**src/rtl/riscv_stream_port.sv**
```systemverilog
// riscv_stream_port: maps one inbound and one outbound 32-bit val/ack stream
// onto a 16-byte picorv32 register window, with a FIFO in each direction.
module riscv_stream_port #(
   parameter int unsigned PAYLOAD_BITS = 32,
   parameter int unsigned DEPTH        = 8,
   parameter logic [31:0] BASE_ADDR    = 32'h1000_0000
) (
   input  logic                    clk,
   input  logic                    resetn,
   input  logic                    mem_valid,
   input  logic [31:0]             mem_addr,
   input  logic [31:0]             mem_wdata,
   input  logic [3:0]              mem_wstrb,
   output logic                    mem_ready,
   output logic [31:0]             mem_rdata,
   output logic                    sel,
   input  logic [PAYLOAD_BITS-1:0] din,
   input  logic                    val_in,
   output logic                    ready_upward,
   output logic [PAYLOAD_BITS-1:0] dout,
   output logic                    val_out,
   input  logic                    ready_downward
);

   localparam int unsigned PTR_W = $clog2(DEPTH);
   localparam int unsigned CNT_W = PTR_W + 1;
   localparam logic [CNT_W-1:0] FULL_CNT = CNT_W'(DEPTH);

   localparam logic [1:0] OFS_RX     = 2'd0;
   localparam logic [1:0] OFS_TX     = 2'd1;
   localparam logic [1:0] OFS_STATUS = 2'd2;

   typedef enum logic {ST_IDLE, ST_RESP} state_e;

   state_e                  state_q, state_d;
   logic                    mem_ready_q, mem_ready_d;
   logic [31:0]             mem_rdata_q, mem_rdata_d;

   logic [PAYLOAD_BITS-1:0] rx_mem [DEPTH];
   logic [PTR_W-1:0]        rx_rd_ptr_q, rx_rd_ptr_d;
   logic [PTR_W-1:0]        rx_wr_ptr_q, rx_wr_ptr_d;
   logic [CNT_W-1:0]        rx_count_q, rx_count_d;
   logic                    ready_upward_q, ready_upward_d;

   logic [PAYLOAD_BITS-1:0] tx_mem [DEPTH];
   logic [PTR_W-1:0]        tx_rd_ptr_q, tx_rd_ptr_d;
   logic [PTR_W-1:0]        tx_wr_ptr_q, tx_wr_ptr_d;
   logic [CNT_W-1:0]        tx_count_q, tx_count_d;
   logic                    val_out_q, val_out_d;
   logic [PAYLOAD_BITS-1:0] dout_q, dout_d;

   logic                    hit_c;
   logic                    is_write_c;
   logic [1:0]              offset_c;
   logic                    rx_push_c, rx_pop_c;
   logic                    tx_push_c, tx_pop_c;
   logic [31:0]             status_c;
   logic                    unused_c;

   // Window decode and request classification
   assign hit_c      = mem_valid && (mem_addr[31:4] == BASE_ADDR[31:4]);
   assign offset_c   = mem_addr[3:2];
   assign is_write_c = |mem_wstrb;
   assign status_c   = {16'b0, 8'(tx_count_q), 8'(rx_count_q)};
   assign unused_c   = ^mem_addr[1:0];

   // Bus FSM: perform the access in IDLE when it can complete, pulse ready in RESP
   always_comb begin
      state_d     = state_q;
      mem_ready_d = 1'b0;
      mem_rdata_d = mem_rdata_q;
      rx_pop_c    = 1'b0;
      tx_push_c   = 1'b0;
      case (state_q)
         ST_IDLE: begin
            if (hit_c) begin
               case (offset_c)
                  OFS_RX: begin
                     if (is_write_c) begin
                        state_d     = ST_RESP;
                        mem_ready_d = 1'b1;
                        mem_rdata_d = 32'h0;
                     end else if (rx_count_q != CNT_W'(0)) begin
                        rx_pop_c    = 1'b1;
                        state_d     = ST_RESP;
                        mem_ready_d = 1'b1;
                        mem_rdata_d = 32'(rx_mem[rx_rd_ptr_q]);
                     end
                  end
                  OFS_TX: begin
                     if (!is_write_c) begin
                        state_d     = ST_RESP;
                        mem_ready_d = 1'b1;
                        mem_rdata_d = 32'h0;
                     end else if (tx_count_q != FULL_CNT) begin
                        tx_push_c   = 1'b1;
                        state_d     = ST_RESP;
                        mem_ready_d = 1'b1;
                        mem_rdata_d = 32'h0;
                     end
                  end
                  OFS_STATUS: begin
                     state_d     = ST_RESP;
                     mem_ready_d = 1'b1;
                     mem_rdata_d = is_write_c ? 32'h0 : status_c;
                  end
                  default: begin
                     state_d     = ST_RESP;
                     mem_ready_d = 1'b1;
                     mem_rdata_d = 32'h0;
                  end
               endcase
            end
         end
         ST_RESP: begin
            state_d = ST_IDLE;
         end
         default: begin
            state_d = ST_IDLE;
         end
      endcase
   end

   // RX FIFO bookkeeping; ready_upward looks at next-cycle occupancy
   always_comb begin
      rx_push_c      = val_in && ready_upward_q;
      rx_wr_ptr_d    = rx_wr_ptr_q + PTR_W'(rx_push_c);
      rx_rd_ptr_d    = rx_rd_ptr_q + PTR_W'(rx_pop_c);
      rx_count_d     = rx_count_q + CNT_W'(rx_push_c) - CNT_W'(rx_pop_c);
      ready_upward_d = rx_count_d < FULL_CNT;
   end

   // TX FIFO bookkeeping; head is registered with a bypass for a push into an emptying FIFO
   always_comb begin
      tx_pop_c    = val_out_q && ready_downward;
      tx_wr_ptr_d = tx_wr_ptr_q + PTR_W'(tx_push_c);
      tx_rd_ptr_d = tx_rd_ptr_q + PTR_W'(tx_pop_c);
      tx_count_d  = tx_count_q + CNT_W'(tx_push_c) - CNT_W'(tx_pop_c);
      val_out_d   = tx_count_d != CNT_W'(0);
      dout_d      = dout_q;
      if (val_out_d) begin
         if (tx_push_c && (tx_wr_ptr_q == tx_rd_ptr_d)) begin
            dout_d = PAYLOAD_BITS'(mem_wdata);
         end else begin
            dout_d = tx_mem[tx_rd_ptr_d];
         end
      end
   end

   // Control and output registers
   always_ff @(posedge clk or negedge resetn) begin
      if (!resetn) begin
         state_q        <= ST_IDLE;
         mem_ready_q    <= 1'b0;
         mem_rdata_q    <= 32'h0;
         rx_rd_ptr_q    <= '0;
         rx_wr_ptr_q    <= '0;
         rx_count_q     <= '0;
         ready_upward_q <= 1'b0;
         tx_rd_ptr_q    <= '0;
         tx_wr_ptr_q    <= '0;
         tx_count_q     <= '0;
         val_out_q      <= 1'b0;
         dout_q         <= '0;
      end else begin
         state_q        <= state_d;
         mem_ready_q    <= mem_ready_d;
         mem_rdata_q    <= mem_rdata_d;
         rx_rd_ptr_q    <= rx_rd_ptr_d;
         rx_wr_ptr_q    <= rx_wr_ptr_d;
         rx_count_q     <= rx_count_d;
         ready_upward_q <= ready_upward_d;
         tx_rd_ptr_q    <= tx_rd_ptr_d;
         tx_wr_ptr_q    <= tx_wr_ptr_d;
         tx_count_q     <= tx_count_d;
         val_out_q      <= val_out_d;
         dout_q         <= dout_d;
      end
   end

   // FIFO storage; contents are meaningless once the counts are cleared
   always_ff @(posedge clk) begin
      if (rx_push_c) begin
         rx_mem[rx_wr_ptr_q] <= din;
      end
      if (tx_push_c) begin
         tx_mem[tx_wr_ptr_q] <= PAYLOAD_BITS'(mem_wdata);
      end
   end

   assign mem_ready    = mem_ready_q;
   assign mem_rdata    = mem_rdata_q;
   assign sel          = hit_c;
   assign ready_upward = ready_upward_q;
   assign val_out      = val_out_q;
   assign dout         = dout_q;

endmodule

```
**config.mk**
```make
export PLATFORM = sky130hd
export DESIGN_NAME = riscv_stream_port
export DESIGN_NICKNAME = d
export VERILOG_FILES = /design/src/rtl/riscv_stream_port.sv
export SDC_FILE = /design/constraint.sdc
export NUM_CORES = 1
export LEC_CHECK = 0
export BUFFER_PORTS_ARGS = -buffer_cell sky130_fd_sc_hd__buf_2
export CAP_MARGIN = 25
export CORE_ASPECT_RATIO = 1.2
export CORE_MARGIN = 5
export CORE_UTILIZATION = 55
export CTS_BUF_LIST = sky130_fd_sc_hd__clkbuf_16
export DETAILED_ROUTE_END_ITERATION = 16
export PLACE_DENSITY = 0.75
export SLEW_MARGIN = 20
export SYNTH_ARGS = -nofsm -noshare
export SYNTH_HDL_FRONTEND = slang
export SYNTH_SLANG_ARGS = --single-unit
export TNS_END_PERCENT = 30
```
**constraint.sdc**
```tcl
create_clock -name clk -period 14.6 [get_ports clk]
set_clock_uncertainty 0.15 [all_clocks]
set_input_delay 3.65 -clock clk [delete_from_list [all_inputs] [get_ports clk]]
set_output_delay 3.65 -clock clk [all_outputs]
set_load 0.02 [all_outputs]
```
Word level (Yosys, flattened, before mapping):

Memories as Yosys holds them, arrays and structs flattened. A register that Yosys moved wholly into a read port is not among the register bits.
Cells that the tools add are included.

* equality and inequality tests: 6
* divide/modulo/power cells: 0
* add/subtract/negate cells: 8
* $mul: 0
* $lt $le $gt $ge: 1
* reduce and logical (&&, ||, !) cells: 9
* multiplexer cells: 26
* shift operators: 0
* bitwise logic cells: 1

Operator list (number)
* 32-bit 2-to-1 mux: 4
* 32-bit case mux with 3 select lines: 1
* 28-bit by 25-bit equality test with 1-bit output (second input constant): 1
* 1-bit 2-to-1 mux: 18
* 3-bit by 1-bit adder with 3-bit output: 4
* 12-bit 2-to-1 mux: 1
* 4-bit by 1-bit adder with 4-bit output: 2
* 4-bit nonzero test: 2
* 4-bit by 1-bit subtractor with 4-bit output: 2
* 3-bit != test (second input constant): 2
* 4-bit < comparator (second input constant): 1
* 4-bit != test (second input constant): 1
* 1-bit case mux with 2 select lines: 2
* 4-bit AND reduction: 1
* 4-bit OR reduction: 1
* 1-bit logical AND: 3
* 2-bit by 1-bit equality test with 1-bit output (second input constant): 1
* 2-bit equality test (second input constant): 1
* 2-bit zero test: 1
* 1-bit zero test: 1
* 1-bit NOT: 1

* RAM bits: 512
* output and inout port bits: 68
* word-level logic and storage cells: 64
* bits in read-only memories: 0
* bits in registers: 56
* memories: 2
* input port bits: 105
* latch bits: 0

Memories
* rx_mem: words 8, bits a word 32, rd ports 1, clocked after memory_dff 0, write ports 1, line 39 `logic [PAYLOAD_BITS-1:0] rx_mem [DEPTH];`
* tx_mem: words 8, bits a word 32, rd ports 1, clocked after memory_dff 1, write ports 1, line 45 `logic [PAYLOAD_BITS-1:0] tx_mem [DEPTH];`

Depth between registers and ports, before layout:

Gate-level depths: netlist of run 1.

* depth after elaboration: 9
* mapped depth: 16
* gate-level depth less buffers: 15

Worst setup path after synthesis of run 1:

OpenSTA, ideal clock, no wires.

* kind: input to register
* from: in mem_addr[13]
* to: mem tx_mem[1][0], enable pin
* arrival: 8018 ps
* setup slack: 5919 ps
* setup time: 513 ps
* buffers on the path: 1
* cell stages on the path: 6
* required time: 13937 ps
* path through: nor4_1 and4_1 nor2b_1 buf_2 nand2_1 nor4b_1

* cells in the longest elaborated chain, start to end: 6

Ends and longest elaborated chain
* from (decl): line 11 `input logic [31:0] mem_addr,`
* 28-bit by 25-bit equality test with 1-bit output: line 61 `assign hit_c = mem_valid && (mem_addr[31:4] == BASE_ADDR[31:4]);`
* 1-bit logical AND: line 61
* 1-bit 2-to-1 mux: line 76 `if (hit_c) begin`
* 1-bit 2-to-1 mux: line 74 `case (state_q)`
* 1-bit 2-to-1 mux: line 186 `if (tx_push_c) begin`
* 1-bit 2-to-1 mux (implied by the code): line 187 `tx_mem[tx_wr_ptr_q] <= PAYLOAD_BITS'(mem_wdata);`
* to (decl): line 45

Every way passes these cells.

Final worst setup path of run 1:

* from: in mem_addr[20]
* to: out sel

* cells in the longest elaborated chain, start to end: 2

Ends and longest elaborated chain
* 28-bit by 25-bit equality test with 1-bit output: line 61
* 1-bit logical AND: line 61
* to (decl): line 16 `output logic sel,`

Every way passes these cells.

==> run_results.csv, run 1 <==
group,metric,value,unit
clock_network,cts_max_path_buffers,3,
route,wire_per_inst,25.8,microns
yosys,synth_warnings,0,
yosys,syn_area_per_cell,20.0,sq um
floorplanning,dieArea,47500,sq um
pwr,power_leakage,9.31,nW
setup_path,critPathBufInv,2,
setup_path,crit_fanout,3,
pwr,report.power.total,4.45,mW
worst_hold_path,hp-class,"flop to flop",
setup_path,worstSetupPathType,"input port to primary output",
sta,finalSetupViolCount,0,
grt,grt_max_degree,63,
route,drcViolationCount,0,
finish,nNetsFinal,1500,
sta,worst_pin_slew,0.929,ns
clock_network,clk_latency,0.59,ns
route,viasPerCell,6.18,
setup_path,cp-start-kind,"input port",
sta,hold_viol,0,
sta,min_period_over_period,58.5,%
floorplanning,start_util,55.5,%
grt,grt_pass1_vias,12838,
clock_network,postCtsResizedCells,0,
setup_path,cpPeakStageDelay,0.31,ns
finish,drive_above_1_share,33.6,%
yosys,synth_top_area_share,64.7,%
sta,fin_ws,6.05,ns
clock_network,cts_inserted_buffers,56,
flow_run,maxCapViolations,0,
setup_path,cpMostUsedCell,"buf_2",
floorplanning,die_w,200,microns
setup_path,worst-r2r-setup-slack,9.34,ns
floorplanning,coreArea,42800,sq um
route,firstDrtPassIters,5,
clock_network,post_cts_buffers,0,
setup_path,crit_start,"mem_addr[20]",
placement,io_buffers,170,
placement,dp_slack,6.04,ns
finish,nFillCells,2908,
placement,dp.cells,1868,
clock_network,clock-sinks,599,
sta,relSlewSlack,37.2,%
setup_path,cp-end-kind,"primary output",
pwr,peakVddDrop,0.164,mV
setup_path,cp_cell_sequence,"buf_2 > nor4b_1 > nand4_1 > nor2_1 > buf_2",
clock_network,cts.clk_slew.worst_paths,0.06,ns
placement,hpwl,28.1,mm
setup_path,cp_top_family,"simple AND/OR/NAND/NOR gates",
yosys,syn_area,23800,sq um
finish,area_growth,14.2,%
yosys,syn_inst,1185,
yosys,syn-num-nets,1310,
yosys,yosysUniqueCellTypes,44,
finish,multi_input_area,5940,sq um
grt,track_usage,21.8,%
outcome,status,"completed",
placement,gp_congestion,0.770,
setup_path,cpMaxStageDelayCell,"nor4b_1",
sta,setup_tns,0,ns
finish,instances_no_fill,1976,
route,postRouteAntennaNets,0,
clock_network,postCtsHoldBufs,0,
setup_path,cp_data_arrival_time,4.75,ns
sta,whs,0.333,ns
sta,slew_viol_final,0,
sta,rsz0062_at_grt,"false",
yosys,ys_seq_area_share,73.9,%
route,vias,12204,
worst_hold_path,hold_start,"dout[14]",
pwr,powerDensity,164,nW/um^2
sta,min_period,8.55,ns
route,totalWireLength,51.0,mm
yosys,synth_largest_area_cell,"edfxtp_1",
clock_network,cts_tree,"yes",
finish,final-seq-area,17600,sq um
floorplanning,rows,83,
setup_path,critical_path_required,10.80,ns
route,drt_iter0_markers,960,
clock_network,cts-htree-levels,2,
clock_network,cts-root-buf,"clkbuf_16",
yosys,netlist_top_cells_area,"edfxtp_1 65%, mux4_2 12%, dfrtp_1 9.2%, mux2_2 1.6%, mux2_1 1.4%",
yosys,synth_seq_cells,599,
setup_path,r2r_start,"tx_count_q[2]",
sta,max_freq,117,MHz
floorplanning,io-pin-count,173,
grt,grt_pass1_wl,78.1,mm
grt,grt_overflow,0,
grt,antenna_found_initial,7,
floorplanning,die_h,238,microns
[worst paths after layout]
path / to / depth (start not counted)
max in group asynchronous: rx_rd_ptr_q[0] / 3
worst max register to register: dout[30] / 18
worst max-delay path: sel / 5
worst min-delay path: dout[14] / 1
worst min register to register: dout[14] / 1
min in group asynchronous: dout[4] / 1
[cells by family after synthesis]
logic type | synth area share [%]
AOI/OAI and AO/OA | 3.01
and+or+nand+nor | 3.28
muxes | 16.5
xor gates and xnor gates | 0.463
buffers and inverters | 1.79
adders and majority gates | 1.12
DFF | 73.9
[layer usage]
metal  up-vias  GRT usage [%]  part of all wire (%)
met5         -              0                  0.12
met4        10           5.13                   2.0
met3        82           4.71                   7.6
met2       513           36.7                    51
met1      6348           29.5                    39
li1       5251              -                     -
[registers in the layout, summed over array words and instances (netlist names)]
register and count:
rx_mem 256, tx_mem 256, dout 32, mem_rdata 32, rx_count_q 4, tx_count_q 4, rx_rd_ptr_q 3, rx_wr_ptr_q 3
tx_rd_ptr_q 3, tx_wr_ptr_q 3, mem_ready 1, ready_upward 1, val_out 1
[cells in the final DEF (no fill, tap or decap), types with 3 or more instances in the layout]
cell type / Yosys / layout
a21oi_1: 33 / 33
buf_2: 42 / 169
buf_4: 0 / 37
bufinv_16: 0 / 4
clkbuf_16: 0 / 57
clkinv_1: 0 / 14
clkinv_2: 0 / 16
dfrtp_1: 87 / 84
diode_2: 0 / 3
edfxtp_1: 512 / 512
ha_1: 18 / 17
inv_1: 16 / 26
mux2_1: 30 / 30
mux2_2: 33 / 33
mux2i_1: 32 / 32
mux4_2: 128 / 128
nand2_1: 16 / 16
nand2b_1: 5 / 5
nand3_1: 3 / 3
nand4_1: 3 / 3
nor2_1: 34 / 26
nor2_4: 0 / 7
nor3_1: 9 / 4
nor3_2: 0 / 5
nor3b_1: 6 / 3
nor3b_2: 1 / 4
nor4_1: 8 / 7
nor4b_1: 6 / 4
o21ai_1: 6 / 6
o22ai_1: 32 / 32
o2bb2ai_1: 31 / 31
or4_1: 31 / 31
xnor2_1: 4 / 3
xor2_1: 6 / 5
[cell type report]
| class | count | area share [%] |
|---|---|---|
| inverter | 16 | 0.221 |
| tap | 552 | 2.55 |
| sequential | 599 | 64.7 |
| clock inverter | 47 | 1.16 |
| timing repair buffer | 207 | 4.21 |
| clock buffer | 57 | 5.26 |
| multi-input combinational | 495 | 21.9 |
| antenna | 3 | 0.0277 |
[where the power goes]
part | switching, mW | internal [mW] | total (mW)
Combinational | 0.617 | 0.485 | 1.10
Sequential | 0.0453 | 1.92 | 1.97
Clock | 0.602 | 0.776 | 1.38
Total | 1.26 | 3.19 | 4.45
[stage by stage]
stage | utilization, % | area [sq um]
2_1_floorplan | - | 23800
3_3_place_gp | 59.3 | 25400
3_5_place_dp | 59.3 | 25400
4_1_cts | 63.4 | 27100
5_1_grt | 63.4 | 27100
6_report | 63.4 | 27100
[synthesized netlist by cell type (all sizes together)]
| cell type | instances |
|---|---|
| nand3 | 3 |
| xnor3 | 1 |
| dfrtp | 87 |
| mux4 | 128 |
| nor3b | 7 |
| o21ai | 8 |
| nand2b | 5 |
| xor2 | 6 |
| nand2 | 16 |
| nor3 | 9 |
| and2 | 1 |
| a21boi | 1 |
| buf | 47 |
| mux2 | 63 |
| inv | 16 |
| a22oi | 1 |
| or3 | 2 |
| ha | 18 |
| nand4 | 3 |
| a21o | 2 |
| xnor2 | 4 |
| edfxtp | 512 |
| o22a | 1 |
| nand3b | 2 |
| nor2b | 1 |
| nor4 | 8 |
| and4 | 2 |
| nor2 | 34 |
| nor4b | 6 |
| mux2i | 32 |
| fa | 2 |
| and3 | 1 |
| a21oi | 33 |
| or4 | 32 |
| o2bb2ai | 31 |
| o22ai | 32 |
| clkbuf | 28 |
(Power assumes the default switching activity.)
==> run 2, diff against run 1 <==
Clock period 14.6 ns to 7.9 ns, I/O delays scaled along.
==> run 2 against run 1 <==
Net effect:
- final area rose by 0.21%
- sequential share of layout area decreased by 0.14 points
- core utilization is 0.13 points higher
- critical endpoint is now dout[30]
- largest power group unchanged
==> run_results.csv, run 2 (synthesis gave the netlist of run 1 again) <==
group,metric,value,unit
clock_network,postCtsHoldBufs,0,
outcome,status,"completed",
placement,hpwl,28.6,mm
floorplanning,start_util,55.5,%
placement,gp_congestion,0.764,
finish,nNetsFinal,1500,
clock_network,cts-root-buf,"clkbuf_16",
pwr,power_leakage,9.34,nW
grt,grt_max_degree,60,
sta,worst_pin_slew,0.931,ns
pwr,clock_power_share,31.5,%
pwr,power_frac_comb,24.6,%
grt,grt_pass1_wl,78.5,mm
clock_network,cts_max_path_buffers,3,
finish,fin_util,63.6,%
pwr,p_seq_share,43.9,%
route,vias,12179,
route,firstDrtPassIters,7,
clock_network,post_cts_buffers,0,
grt,grt_pass1_vias,12925,
grt,grt_overflow,0,
floorplanning,die_w,200,microns
finish,final_cell_mix,"512 x edfxtp_1, 169 x buf_2, 128 x mux4_2",
finish,largestRegisters,"rx_mem (256), tx_mem (256)",
pwr,powerDensity,305,nW/um^2
grt,track_usage,21.9,%
worst_hold_path,hp-class,"flop to flop",
route,wire_per_inst,25.7,microns
sta,max_freq,176,MHz
flow_run,maxCapViolations,0,
sta,hold_viol,0,
sta,min_period,5.68,ns
setup_path,critical_path_required,8.23,ns
clock_network,clk_latency,0.59,ns
sta,min_period_over_period,71.9,%
clock_network,postCtsResizedCells,0,
clock_network,cts.clk_slew.worst_paths,0.07,ns
finish,final-seq-area,17600,sq um
sta,rsz0062_at_grt,"false",
setup_path,crit_fanout,33,
grt,antenna_found_initial,5,
pwr,switching_share,28.2,%
clock_network,cts_tree,"yes",
clock_network,cts-htree-levels,2,
clock_network,cts_inserted_buffers,55,
setup_path,cp-end-kind,"flop",
sta,relSlewSlack,37.9,%
floorplanning,io-pin-count,173,
pwr,switchingPower,2.34,mW
route,totalWireLength,50.8,mm
floorplanning,die_h,238,microns
route,drt_iter0_markers,906,
finish,area_growth,14.5,%
finish,mostFrequentLayoutCell,"edfxtp_1",
sta,finalSetupViolCount,0,
route,drcViolationCount,0,
finish,drive_above_1_share,33.9,%
sta,setup_tns,0,ns
setup_path,cp_data_arrival_time,6.01,ns
floorplanning,rows,83,
floorplanning,dieArea,47500,sq um
route,postRouteAntennaNets,0,
floorplanning,coreArea,42800,sq um
setup_path,worstSetupPathType,"input port to flop",
finish,nFillCells,2915,
clock_network,clock-sinks,599,
route,viasPerCell,6.16,
sta,slew_viol_final,0,
pwr,peakVddDrop,0.315,mV
finish,multi_input_area,5940,sq um
placement,io_buffers,170,
setup_path,cp-start-kind,"input port",
pwr,p_int,5.95,mW
==> run 2: changes by cell type in the layout (fill, tap and decap cells not counted), sizes merged <==
cell,change
buf,+1
diode,+1
clkinv,-5
bufinv,+2
clkinvlp,+2
==> run 2: power by group through the flow <==
| stage | Combinational, mW | Sequential (mW) | Clock (mW) |
|---|---|---|---|
| final | 2.04 | 3.64 | 2.61 |
| after global routing | 2.22 | 3.65 | 2.80 |
| after CTS | 2.06 | 3.64 | 2.66 |
| after detailed placement | 2.05 | 3.70 | 0 |
| after global placement | 2.00 | 3.70 | 0 |
| after floorplan | 1.35 | 3.78 | 0 |
==> run 2: worst paths after layout <==
kind	cells after the start	end	start	slack, ns
setup / recovery	16	dout[30]	mem_wstrb[0]	2.22
hold / removal	1	dout[25]	dout[25]	0.33
setup reg to reg	18	dout[30]	tx_count_q[2]	2.69
hold reg to reg	1	dout[25]	dout[25]	0.33
max in group asynchronous	2	rx_rd_ptr_q[0]	resetn	5.11
min in group asynchronous	1	dout[4]	resetn	1.32
==> run 2: worst max-delay path, stage by stage <==
cell and delay [ns]:
buf_2 0.09, nor4_1 0.06, nor4b_1 0.70, nand2_1 0.38
ha_1 0.38, inv_1 0.05, ha_1 0.15, inv_1 0.06
fa_1 0.50, inv_1 0.05, or3_1 0.36, buf_4 0.30
nor2_2 0.13, buf_4 0.45, inv_1 0.12, o22a_1 0.22
==> run 2: layout make-up <==
cell class,count,share of cell area (%)
diodes,4,0.0368
flip-flops and latches,599,64.6
repair buffers,208,4.19
inverters,16,0.221
clock buffers,57,5.25
multi-input cells,495,21.8
well taps,552,2.54
clock inverters,46,1.38
==> run 2: per-stage QoR <==
stage	instance area (sq um)	setup WS [ns]	instances	hold WS [ns]	power [mW]
after floorplan	23800	0.894	1185	0.323	5.14
after global placement	25400	1.73	1870	0.315	5.70
after detailed placement	25400	1.68	1870	0.319	5.76
after CTS	27200	2.31	1973	0.337	8.36
after global routing	27200	1.95	1975	0.362	8.67
final	27200	2.22	1977	0.328	8.30
==> run 2: layer usage <==
metal	up-vias	global-route usage (%)	wire length, microns
met5	-	0	33
met4	6	6.46	1120
met3	81	3.59	3340
met2	475	37.3	26600
met1	6353	29.3	19700
li1	5264	-	-
==> run 3, diff against run 2 <==
Clock period 7.9 ns to 5.6 ns, I/O delays scaled along.
==> run 3 against run 2 <==
Net effect:
- worst setup slack worse by 1.2 ns
- sequential share of layout area is 0.080 points lower
- sequential cell count stayed put
- clock power is 44% higher
- die area stayed put
- final area is 0.12% higher
==> run_results.csv, run 3 (synthesis gave the netlist of run 1 again) <==
group,metric,value,unit
clock_network,postCtsHoldBufs,0,
sta,min_period,4.56,ns
placement,gp_congestion,0.773,
finish,stdcell_area,27200,sq um
clock_network,clk_latency,0.60,ns
setup_path,cpMaxStageDelayCell,"nor4b_1",
flow_run,maxCapViolations,0,
setup_path,crit_fanout,32,
grt,antenna_found_initial,6,
grt,grt_pass1_vias,13231,
clock_network,post_cts_buffers,0,
clock_network,cts_inserted_buffers,56,
clock_network,cts-root-buf,"clkbuf_16",
setup_path,reg2reg_depth,16,
finish,final-seq-area,17600,sq um
pwr,power_leakage,9.33,nW
route,firstDrtPassIters,5,
grt,track_usage,22.4,%
pwr,report.power.total,11.8,mW
finish,drive_above_1_share,33.5,%
floorplanning,dieArea,47500,sq um
worst_hold_path,hp-class,"flop to flop",
floorplanning,coreArea,42800,sq um
grt,grt_overflow,0,
worst_hold_path,holdPathStages,1,
pwr,peakVddDrop,0.355,mV
placement,io_buffers,170,
pwr,powerDensity,434,nW/um^2
setup_path,cp_top_family,"simple AND/OR/NAND/NOR gates",
setup_path,cp_cell_sequence,"buf_2 > nor4_1 > nor4b_1 > nand2_1 > ha_1 > inv_1 > ha_1 > inv_1 > fa_1 > inv_1 > or3_1 > nor2_2 > buf_12 > inv_1 > o22a_1",
placement,placed_area,25400,sq um
route,wire_per_inst,26.5,microns
setup_path,critPathBufInv,6,
clock_network,cts-htree-levels,2,
setup_path,cp-start-kind,"input port",
setup_path,r2r-end,"dout[30]",
finish,instances_no_fill,1972,
worst_hold_path,min_to,"dout[6]",
setup_path,r2r_start,"tx_count_q[2]",
route,vias,12228,
finish,nFillCells,2893,
finish,fin_util,63.6,%
finish,multi_input_area,5940,sq um
floorplanning,start_util,55.5,%
setup_path,cpMostUsedCell,"inv_1",
outcome,status,"completed",
clock_network,cts_tree,"yes",
worst_hold_path,hold_start,"dout[6]",
setup_path,cpPeakStageDelay,0.66,ns
clock_network,cts.clk_slew.worst_paths,0.07,ns
grt,grt_max_degree,63,
finish,mostFrequentLayoutCell,"edfxtp_1",
setup_path,cp-end-kind,"flop",
finish,nNetsFinal,1498,
clock_network,cts_max_path_buffers,3,
placement,dp_slack,0.472,ns
setup_path,cp_data_arrival_time,4.89,ns
floorplanning,die_h,238,microns
setup_path,critical_path_required,5.93,ns
placement,hpwl,28.7,mm
grt,grt_pass1_wl,79.9,mm
sta,whs,0.335,ns
floorplanning,io-pin-count,173,
sta,max_freq,219,MHz
sta,setup_tns,0,ns
setup_path,worst-r2r-setup-slack,1.25,ns
floorplanning,die_w,200,microns
finish,area_growth,14.6,%
sta,hold_viol,0,
finish,largestRegisters,"rx_mem (256), tx_mem (256)",
route,postRouteAntennaNets,0,
placement,dp.cells,1867,
sta,finalSetupViolCount,0,
sta,rsz0062_at_grt,"false",
floorplanning,rows,83,
route,viasPerCell,6.20,
clock_network,postCtsResizedCells,0,
route,drt_iter0_markers,918,
sta,min_period_over_period,81.4,%
sta,fin_ws,1.04,ns
clock_network,clock-sinks,599,
sta,relSlewSlack,38.9,%
route,totalWireLength,52.3,mm
sta,slew_viol_final,0,
finish,final_cell_mix,"512 x edfxtp_1, 169 x buf_2, 128 x mux4_2",
setup_path,worstSetupPathType,"input port to flop",
sta,worst_pin_slew,0.915,ns
route,drcViolationCount,0,
## run 3: cell types whose count changed in the layout (fill, tap and decap cells not counted), sizes merged
cell	change
bufinv	+1
buf	-3
clkinv	-1
diode	-2
## run 3: worst max path at each step
stage,start,endpoint,cells after the start
2_1_floorplan,mem_addr[13],tx_mem[2][0],6
3_3_place_gp,mem_addr[5],dout[30],16
3_5_place_dp,mem_wstrb[0],dout[30],15
4_1_cts,mem_wstrb[0],dout[30],15
5_1_grt,mem_wstrb[1],dout[30],15
6_report,mem_wstrb[1],dout[30],15
## run 3: cell type report
class | instances | area share, %
Tap cell | 552 | 2.54
Clock buffer | 57 | 5.24
Sequential cell | 599 | 64.5
Multi-Input combinational cell | 495 | 21.8
Timing Repair Buffer | 205 | 4.25
Clock inverter | 46 | 1.45
Antenna cell | 2 | 0.0184
Inverter | 16 | 0.221
## run 3: layer usage
metal	GRT usage [%]	vias to the layer above	share of wire [%]
li1	-	5262	-
met1	28.1	6424	37
met2	40.2	450	54
met3	4.81	84	7.2
met4	5.09	8	1.8
met5	0	-	0.084
## run 3: power by group
part | switching, mW | leakage, nW | internal (mW)
Clock | 1.59 | 0.920 | 2.16
Combinational | 1.65 | 2.70 | 1.29
Sequential | 0.118 | 5.71 | 5.02
Total | 3.35 | 9.33 | 8.47
